<file path="src/rtl/pci_wrr_arbiter.sv">
// Weighted round-robin PCI bus arbiter with grant timeout.
// Optional bus parking on the last owner is enabled by defining PCI_ARB_PARK_EN.
module pci_wrr_arbiter #(
    parameter int CHANNELS = 4,
    parameter int WEIGHT_W = 4,
    parameter int TIMEOUT  = 16
) (
    input  logic                        clk,
    input  logic                        rst,
    input  logic [CHANNELS-1:0]         req,
    input  logic                        frame,
    input  logic                        wt_wr_en,
    input  logic [$clog2(CHANNELS)-1:0] wt_wr_idx,
    input  logic [WEIGHT_W-1:0]         wt_wr_data,
    output logic [CHANNELS-1:0]         grnt,
    output logic [$clog2(CHANNELS)-1:0] owner,
    output logic                        busy,
    output logic                        timeout
);

    localparam int                IDX_W    = $clog2(CHANNELS);
    localparam logic [7:0]        TMO_LAST = 8'(TIMEOUT - 1);
    localparam logic [CHANNELS-1:0] ONE    = CHANNELS'(1);

    typedef enum logic [2:0] {
        ST_IDLE,
        ST_GRANT,
        ST_WAIT,
        ST_XFER,
        ST_TURN
    } state_t;

    state_t               state_q;
    state_t               state_d;
    logic [CHANNELS-1:0]  grnt_q;
    logic [CHANNELS-1:0]  grnt_d;
    logic [IDX_W-1:0]     owner_q;
    logic                 timeout_q;
    logic [7:0]           wait_cnt;
    logic [WEIGHT_W-1:0]  weight_q [CHANNELS];
    logic [WEIGHT_W-1:0]  credit_q [CHANNELS];

    logic [CHANNELS-1:0]  eligible;
    logic                 win_found;
    logic [IDX_W-1:0]     win_idx;
    logic [IDX_W-1:0]     cand;
    logic [CHANNELS-1:0]  park_grnt;
    logic                 do_grant;
    logic                 do_reload;
    logic                 do_revoke;

    always_comb begin
        eligible = '0;
        for (int i = 0; i < CHANNELS; i++) begin
            eligible[i] = req[i] && (credit_q[i] != '0);
        end
    end

    // Scan starts one past the current owner and wraps, so the owner is checked last.
    always_comb begin
        win_found = 1'b0;
        win_idx   = '0;
        cand      = '0;
        for (int k = 1; k <= CHANNELS; k++) begin
            cand = IDX_W'((int'(owner_q) + k) % CHANNELS);
            if (!win_found && eligible[cand]) begin
                win_found = 1'b1;
                win_idx   = cand;
            end
        end
    end

`ifdef PCI_ARB_PARK_EN
    assign park_grnt = (req == '0) ? (ONE << owner_q) : '0;
`else
    assign park_grnt = '0;
`endif

    always_comb begin
        state_d   = state_q;
        grnt_d    = grnt_q;
        do_grant  = 1'b0;
        do_reload = 1'b0;
        do_revoke = 1'b0;
        case (state_q)
            ST_IDLE: begin
                if (win_found) begin
                    state_d  = ST_GRANT;
                    grnt_d   = ONE << win_idx;
                    do_grant = 1'b1;
                end else begin
                    grnt_d    = park_grnt;
                    do_reload = (req != '0);
                end
            end
            ST_GRANT: begin
                state_d = ST_WAIT;
            end
            ST_WAIT: begin
                if (frame) begin
                    state_d = ST_XFER;
                end else if (wait_cnt == TMO_LAST) begin
                    state_d   = ST_IDLE;
                    grnt_d    = '0;
                    do_revoke = 1'b1;
                end
            end
            ST_XFER: begin
                if (!frame) begin
                    state_d = ST_TURN;
                    grnt_d  = '0;
                end
            end
            ST_TURN: begin
                state_d = ST_IDLE;
                grnt_d  = park_grnt;
            end
            default: begin
                state_d = ST_IDLE;
                grnt_d  = '0;
            end
        endcase
    end

    always_ff @(posedge clk) begin
        if (rst) begin
            state_q <= ST_IDLE;
        end else begin
            state_q <= state_d;
        end
    end

    // A reload reads the weight registers before a same-cycle write lands.
    always_ff @(posedge clk) begin
        if (rst) begin
            grnt_q    <= '0;
            owner_q   <= '0;
            timeout_q <= 1'b0;
            wait_cnt  <= '0;
            for (int i = 0; i < CHANNELS; i++) begin
                weight_q[i] <= WEIGHT_W'(1);
                credit_q[i] <= WEIGHT_W'(1);
            end
        end else begin
            grnt_q    <= grnt_d;
            timeout_q <= do_revoke;
            if (do_grant) begin
                owner_q           <= win_idx;
                credit_q[win_idx] <= credit_q[win_idx] - WEIGHT_W'(1);
            end
            if (do_reload) begin
                for (int i = 0; i < CHANNELS; i++) begin
                    credit_q[i] <= weight_q[i];
                end
            end
            if (state_q == ST_GRANT) begin
                wait_cnt <= '0;
            end else if (state_q == ST_WAIT && wait_cnt != 8'hFF) begin
                wait_cnt <= wait_cnt + 8'd1;
            end
            if (wt_wr_en && int'(wt_wr_idx) < CHANNELS) begin
                weight_q[wt_wr_idx] <= (wt_wr_data == '0) ? WEIGHT_W'(1) : wt_wr_data;
            end
        end
    end

    assign grnt    = grnt_q;
    assign owner   = owner_q;
    assign timeout = timeout_q;
    assign busy    = (state_q == ST_GRANT) || (state_q == ST_WAIT) || (state_q == ST_XFER);

endmodule

</file>
<file path="config.mk">
export PLATFORM = sky130hd
export DESIGN_NAME = pci_wrr_arbiter
export DESIGN_NICKNAME = d
export VERILOG_FILES = /design/src/rtl/pci_wrr_arbiter.sv
export SDC_FILE = /design/constraint.sdc
export NUM_CORES = 1
export LEC_CHECK = 0
export CORE_MARGIN = 2
export CORE_UTILIZATION = 56
export DETAILED_ROUTE_END_ITERATION = 10
export PLACE_DENSITY = 0.9
export SLEW_MARGIN = 0
export SYNTH_ARGS = -nofsm -noshare
export SYNTH_HDL_FRONTEND = slang
export SYNTH_SLANG_ARGS = --single-unit
</file>
<file path="constraint.sdc">
create_clock -name clk -period 3.8 [get_ports clk]
set_clock_uncertainty 0.1 [all_clocks]
set_input_delay 0.57 -clock clk [delete_from_list [all_inputs] [get_ports clk]]
set_output_delay 0.57 -clock clk [all_outputs]
set_load 0.1 [all_outputs]
</file>
# Yosys cells after proc, flatten, opt, wreduce, memory -nomap -nowiden
# Memory sizes are Yosys's and may differ from the RTL's.
# Cells that the tools add are included.
# word_totals
reg_bits	18
mem_bits_rw	32
in_bits	14
output_inout_bits	8
elab_cells	113
mem_count	2
# classes
add_sub_neg	6
order_cmp	4
n_eq_ne	10
shifts	1
muxes	53
n_bitwise	6
reduce_logical	26
# mem_list
memory	words	word_bits	read_ports	rd_clocked_by_memory_dff	wr	line	rtl
credit_q	4	4	5	0	4	41	logic [WEIGHT_W-1:0] credit_q [CHANNELS];
weight_q	4	4	4	0	4	40	logic [WEIGHT_W-1:0] weight_q [CHANNELS];
# ops
cell	count
4-bit two-way mux	11
1-bit two-way mux	26
4-bit nonzero test	5
4-bit case mux with 4 select lines	1
2-bit by 3-bit < comparator with 1-bit output, second input constant	4
2-bit two-way mux	6
3-bit two-way mux	4
3-bit case mux with 4 select lines	1
8-bit by 1-bit adder with 8-bit output, second input constant	1
1-bit binary-select mux with 2-bit select	4
8-bit by 4-bit equality test with 1-bit output, second input constant	1
1-bit logical AND	8
2-bit != test, second input constant	4
8-bit != test, second input constant	1
4-bit OR reduction	2
3-bit by 2-bit equality test with 1-bit output, second input constant	2
2-bit by 1-bit adder with 2-bit output, second input constant	2
2-bit adder, second input constant	2
4-bit logical NOT	1
1-bit bitwise OR	4
4-bit AND reduction	1
1-bit by 2-bit left shift with 4-bit output, first input constant	1
4-bit by 1-bit subtractor with 4-bit output, second input constant	1
3-bit by 1-bit equality test with 1-bit output, second input constant	1
other kinds (8)	12

# Logic depth before layout (Yosys ltp)
# An unclocked memory read counts as a cell.
# depth
word_depth	22
ltp_mapped	11

# Worst setup path before layout
# OpenSTA, ideal clock, no wires.
# synth_timing
kind	reg-to-reg
from	reg owner_q[1], in the netlist owner[1]
to	mem credit_q[0][2] (data pin)
setup_time_ps	267
t_arrival_ps	2760
t_required_ps	3433
path_slack_ps	673
path_stages_with_launch	10
n_path_buf	1
period_less_slack_ps	3127
path_cell_list	dfxtp_1 -> bufbuf_16 -> o221ai_1 -> o31a_1 -> a31oi_4 -> mux2i_1 -> inv_1 -> ha_1 -> xnor2_2 -> o21ai_1
# synth_rtl
element	line	rtl
start, declared	37	logic [IDX_W-1:0] owner_q;
start signal, assigned	148	owner_q <= win_idx;
end, declared	41	

==> impl_metrics.yaml <==
run_status:
  status: "finished clean"
detailed_routing:
  drcViolationCount: 0
  viasPerCell: 5.904
  totalWireLength_um: 4925
  first_iter_violations: 126
  wl_per_cell_um: 15.68
  first_pass_iters: 5
  vias: 1854
  ant_nets: 0
yosys:
  postSynthAreaPerCell_um2: 10.83
  ys_types: 51
  synth.ff_latch_count: 50
  yosys.area.top_type: "edfxtp_1"
  synth_area_um2: 2589
  synthesis.nets: 255
  ys_seq_area_share_pct: 51.04
  synth_warnings: 0
  yosysTopAreaCellShare_pct: 37.12
  yosys-top-cells-area: "edfxtp_1 (37%), dfxtp_1 (14%), nand2_1 (4.5%)"
  synthCells: 239
global_routing:
  grt_overflow_total: 0
  antenna_found_initial: 0
  grt_pass1_wl_um: 8645
  grt_pass1_vias: 1810
  gr-usage-all-layers_pct: 21.79
  grt_max_degree: 22
critical_path:
  cpMaxStageDelayCell: "o41ai_4"
  cp-start-kind: "flip-flop"
  cpPeakStageDelay_ns: 0.61
  path_class: "reg2reg"
  crit_top_cell: "mux2i_1"
  cp_top_family: "compound AO/OA/AOI/OAI gates"
  worstPathCellList: "o41ai_4 -> o21ai_2 -> o211ai_2 -> mux2i_1 -> mux2i_1 -> inv_1 -> ha_1 -> xnor2_2 -> o21ai_1"
  reg2regPathDepth: 9
  worstPathRequired_ns: 3.74
  cp.arrival_ns: 3.14
  worstSetupEndpointType: "flip-flop"
  r2r_start: "credit_q[3][1]$_DFFE_PP_"
  path_max_fanout: 9
  r2r_slack_ns: 0.60
  worstReg2RegEnd: "credit_q[0][2]$_DFFE_PP_"
  cp_num_buf_inv: 1
power:
  clockPowerShare_pct: 28.5
  power_density_nw_per_um2: 474.8
  power_frac_comb_pct: 23.9
  sw_frac_of_total_pct: 30.67
  p_leak_nw: 1.024
  ir_worst_vdd_mv: 0.3122
  seqPwrFrac_pct: 47.6
  p_sw_mw: 0.4278
  total_power_mw: 1.395
  p_int_mw: 0.9670
floorplan:
  initial_core_util_pct: 58.65
  core_area_um2: 4414
  die_w_um: 71.99
  die_height_um: 71.99
  ios: 22
  dieArea_um2: 5183
  core.rowCount: 24
placement:
  place_ws_ns: 0.4141
  hpwl_um: 3731
  io_buffers: 21
  placed_area_um2: 2805
  place_congestion: 0.8821
  place_inst: 306
timing:
  slew_headroom_pct: 34.22
  fin_crit_sh_pct: 84.31
  fmax_ghz: 0.3121
  worst_pin_slew_ns: 0.9836
  hold_viol_final: 0
  final_max_slew_viol_count: 0
  setup_ws_ns: 0.5964
  finalHoldWorstSlack_ns: 0.3617
  rsz0062_at_grt: "false"
  fin_setup_tns_ns: 0
  finalCriticalPeriod_ns: 3.204
  setup_viol: 0
clocking:
  post_cts_resized: 0
  postCtsHoldBufs: 0
  cts_buffers: 5
  post-cts-setup-buffers: 0
  clk_path_buf_depth: 2
  htreeDepth: 2
  insertion_delay_ns: 0.31
  cts_tree: "built"
  root_buffer: "clkbuf_8"
  path_clk_slew_ns: 0.09
  cts_sinks: 50
worst_hold_path:
  worstHoldPathType: "reg2reg"
  holdCritStartpoint: "grnt[0]$_SDFFE_PP0P_"
  min_path_cells: 2
  min_to: "grnt[0]$_SDFFE_PP0P_"
cells_and_area:
  final_util_pct: 66.55
  stdcell_area_um2: 2938
  areaGrowthSynthToFinish_pct: 13.48
  antennaDiodeCount: 0
  post_route_cells_drive_above_1_share_pct: 11.83
  stdcell_count: 314
  n_fill_cell: 342
  fin_nets: 277
job:
  cap_viol_max_count: 0
[cells in the final DEF, fill, tap and decap left out, types with 4 or more instances in the layout]
cell and n:
a21oi_1 11, and2_1 12, clkbuf_8 6, clkdlybuf4s50_1 21, dfxtp_1 18, edfxtp_1 32
mux2i_1 9, nand2_1 31, nor2_1 26, nor2b_1 6, nor3_1 7, nor3b_1 4
o21ai_0 11, o21ai_1 4, o22a_2 4, o31ai_1 4, xor2_1 4
[per-layer routing]
layer  global-route usage (%)  wire [um]
met4                    8.595         73
met3                    4.722        194
met5                        0          0
met2                    34.67       2420
met1                    29.33       2236
[power groups by stage]
stage	logic (mW)	clock network, mW	registers (mW)
floorplan	0.215	0	0.721
global placement	0.323	0	0.674
detailed placement	0.331	0	0.676
CTS	0.332	0.405	0.664
global route	0.359	0.423	0.671
finish	0.333	0.397	0.665
[synthesized netlist by cell type, drive strengths merged]
| library cell | count |
|---|---|
| a211oi | 1 |
| a21o | 1 |
| a21oi | 11 |
| a22oi | 1 |
| a31o | 1 |
| a31oi | 1 |
| a41oi | 1 |
| and2 | 12 |
| and3 | 2 |
| and4b | 2 |
| buf | 1 |
| bufbuf | 1 |
| clkbuf | 4 |
| dfxtp | 18 |
| edfxtp | 32 |
| ha | 2 |
| inv | 2 |
| mux2 | 2 |
| mux2i | 10 |
| nand2 | 32 |
| nand2b | 3 |
| nand3 | 3 |
| nand4 | 1 |
| nor2 | 26 |
| nor2b | 6 |
| nor3 | 7 |
| nor3b | 5 |
| nor4 | 2 |
| o211ai | 3 |
| o21a | 1 |
| o21ai | 16 |
| o221ai | 1 |
| o22a | 4 |
| o31a | 1 |
| o31ai | 4 |
| o41a | 2 |
| o41ai | 5 |
| or2 | 3 |
| or3 | 2 |
| xnor2 | 3 |
| xor2 | 4 |
[worst max-delay path by stage]
stage,from,end,slack [ns],cells after the start
floorplan,owner[1]$_SDFFE_PP0N_,credit_q[0][2]$_DFFE_PP_,0.67,9
CTS,credit_q[3][1]$_DFFE_PP_,credit_q[3][2]$_DFFE_PP_,0.59,9
finish,credit_q[3][1]$_DFFE_PP_,credit_q[0][2]$_DFFE_PP_,0.60,9
global route,credit_q[3][1]$_DFFE_PP_,credit_q[2][2]$_DFFE_PP_,0.39,9
detailed placement,req[1],credit_q[0][2]$_DFFE_PP_,0.41,10
global placement,req[2],credit_q[0][2]$_DFFE_PP_,0.50,10
[kinds of logic after synthesis]
| group | share of synthesized area, % |
|---|---|
| AND/OR/NAND/NOR | 20.59 |
| AO/OA/AOI/OAI | 17.16 |
| flip-flops | 51.04 |
| multiplexers | 5.026 |
| buffers and inverters | 2.561 |
| XOR/XNOR | 2.658 |
| adder cells (fa/ha/maj) | 0.9665 |
[registers in the layout (all words and copies together), names as in the netlist]
signal	cells
credit_q	16
state_q	3
timeout	1
owner	2
wait_cnt	8
weight_q	16
grnt	4
[worst reg2reg max path, stage by stage (launching register included)]
cell and delay (ns):
edfxtp_1 0.46, o41ai_4 0.61, o21ai_2 0.14, o211ai_2 0.52, mux2i_1 0.16, mux2i_1 0.30
inv_1 0.09, ha_1 0.24, xnor2_2 0.22, o21ai_1 0.10
[area by class of cell]
type	instances	area, um^2	area share, %
inverters	2	7.507	0.2555
repair buffers	21	210.2	7.155
flip-flops and latches	50	1321	44.97
clock buffers	8	132.6	4.514
multi-input cells	181	1201	40.89
well taps	52	65.06	2.215
No activity file was read; power rests on OpenSTA's default activity.
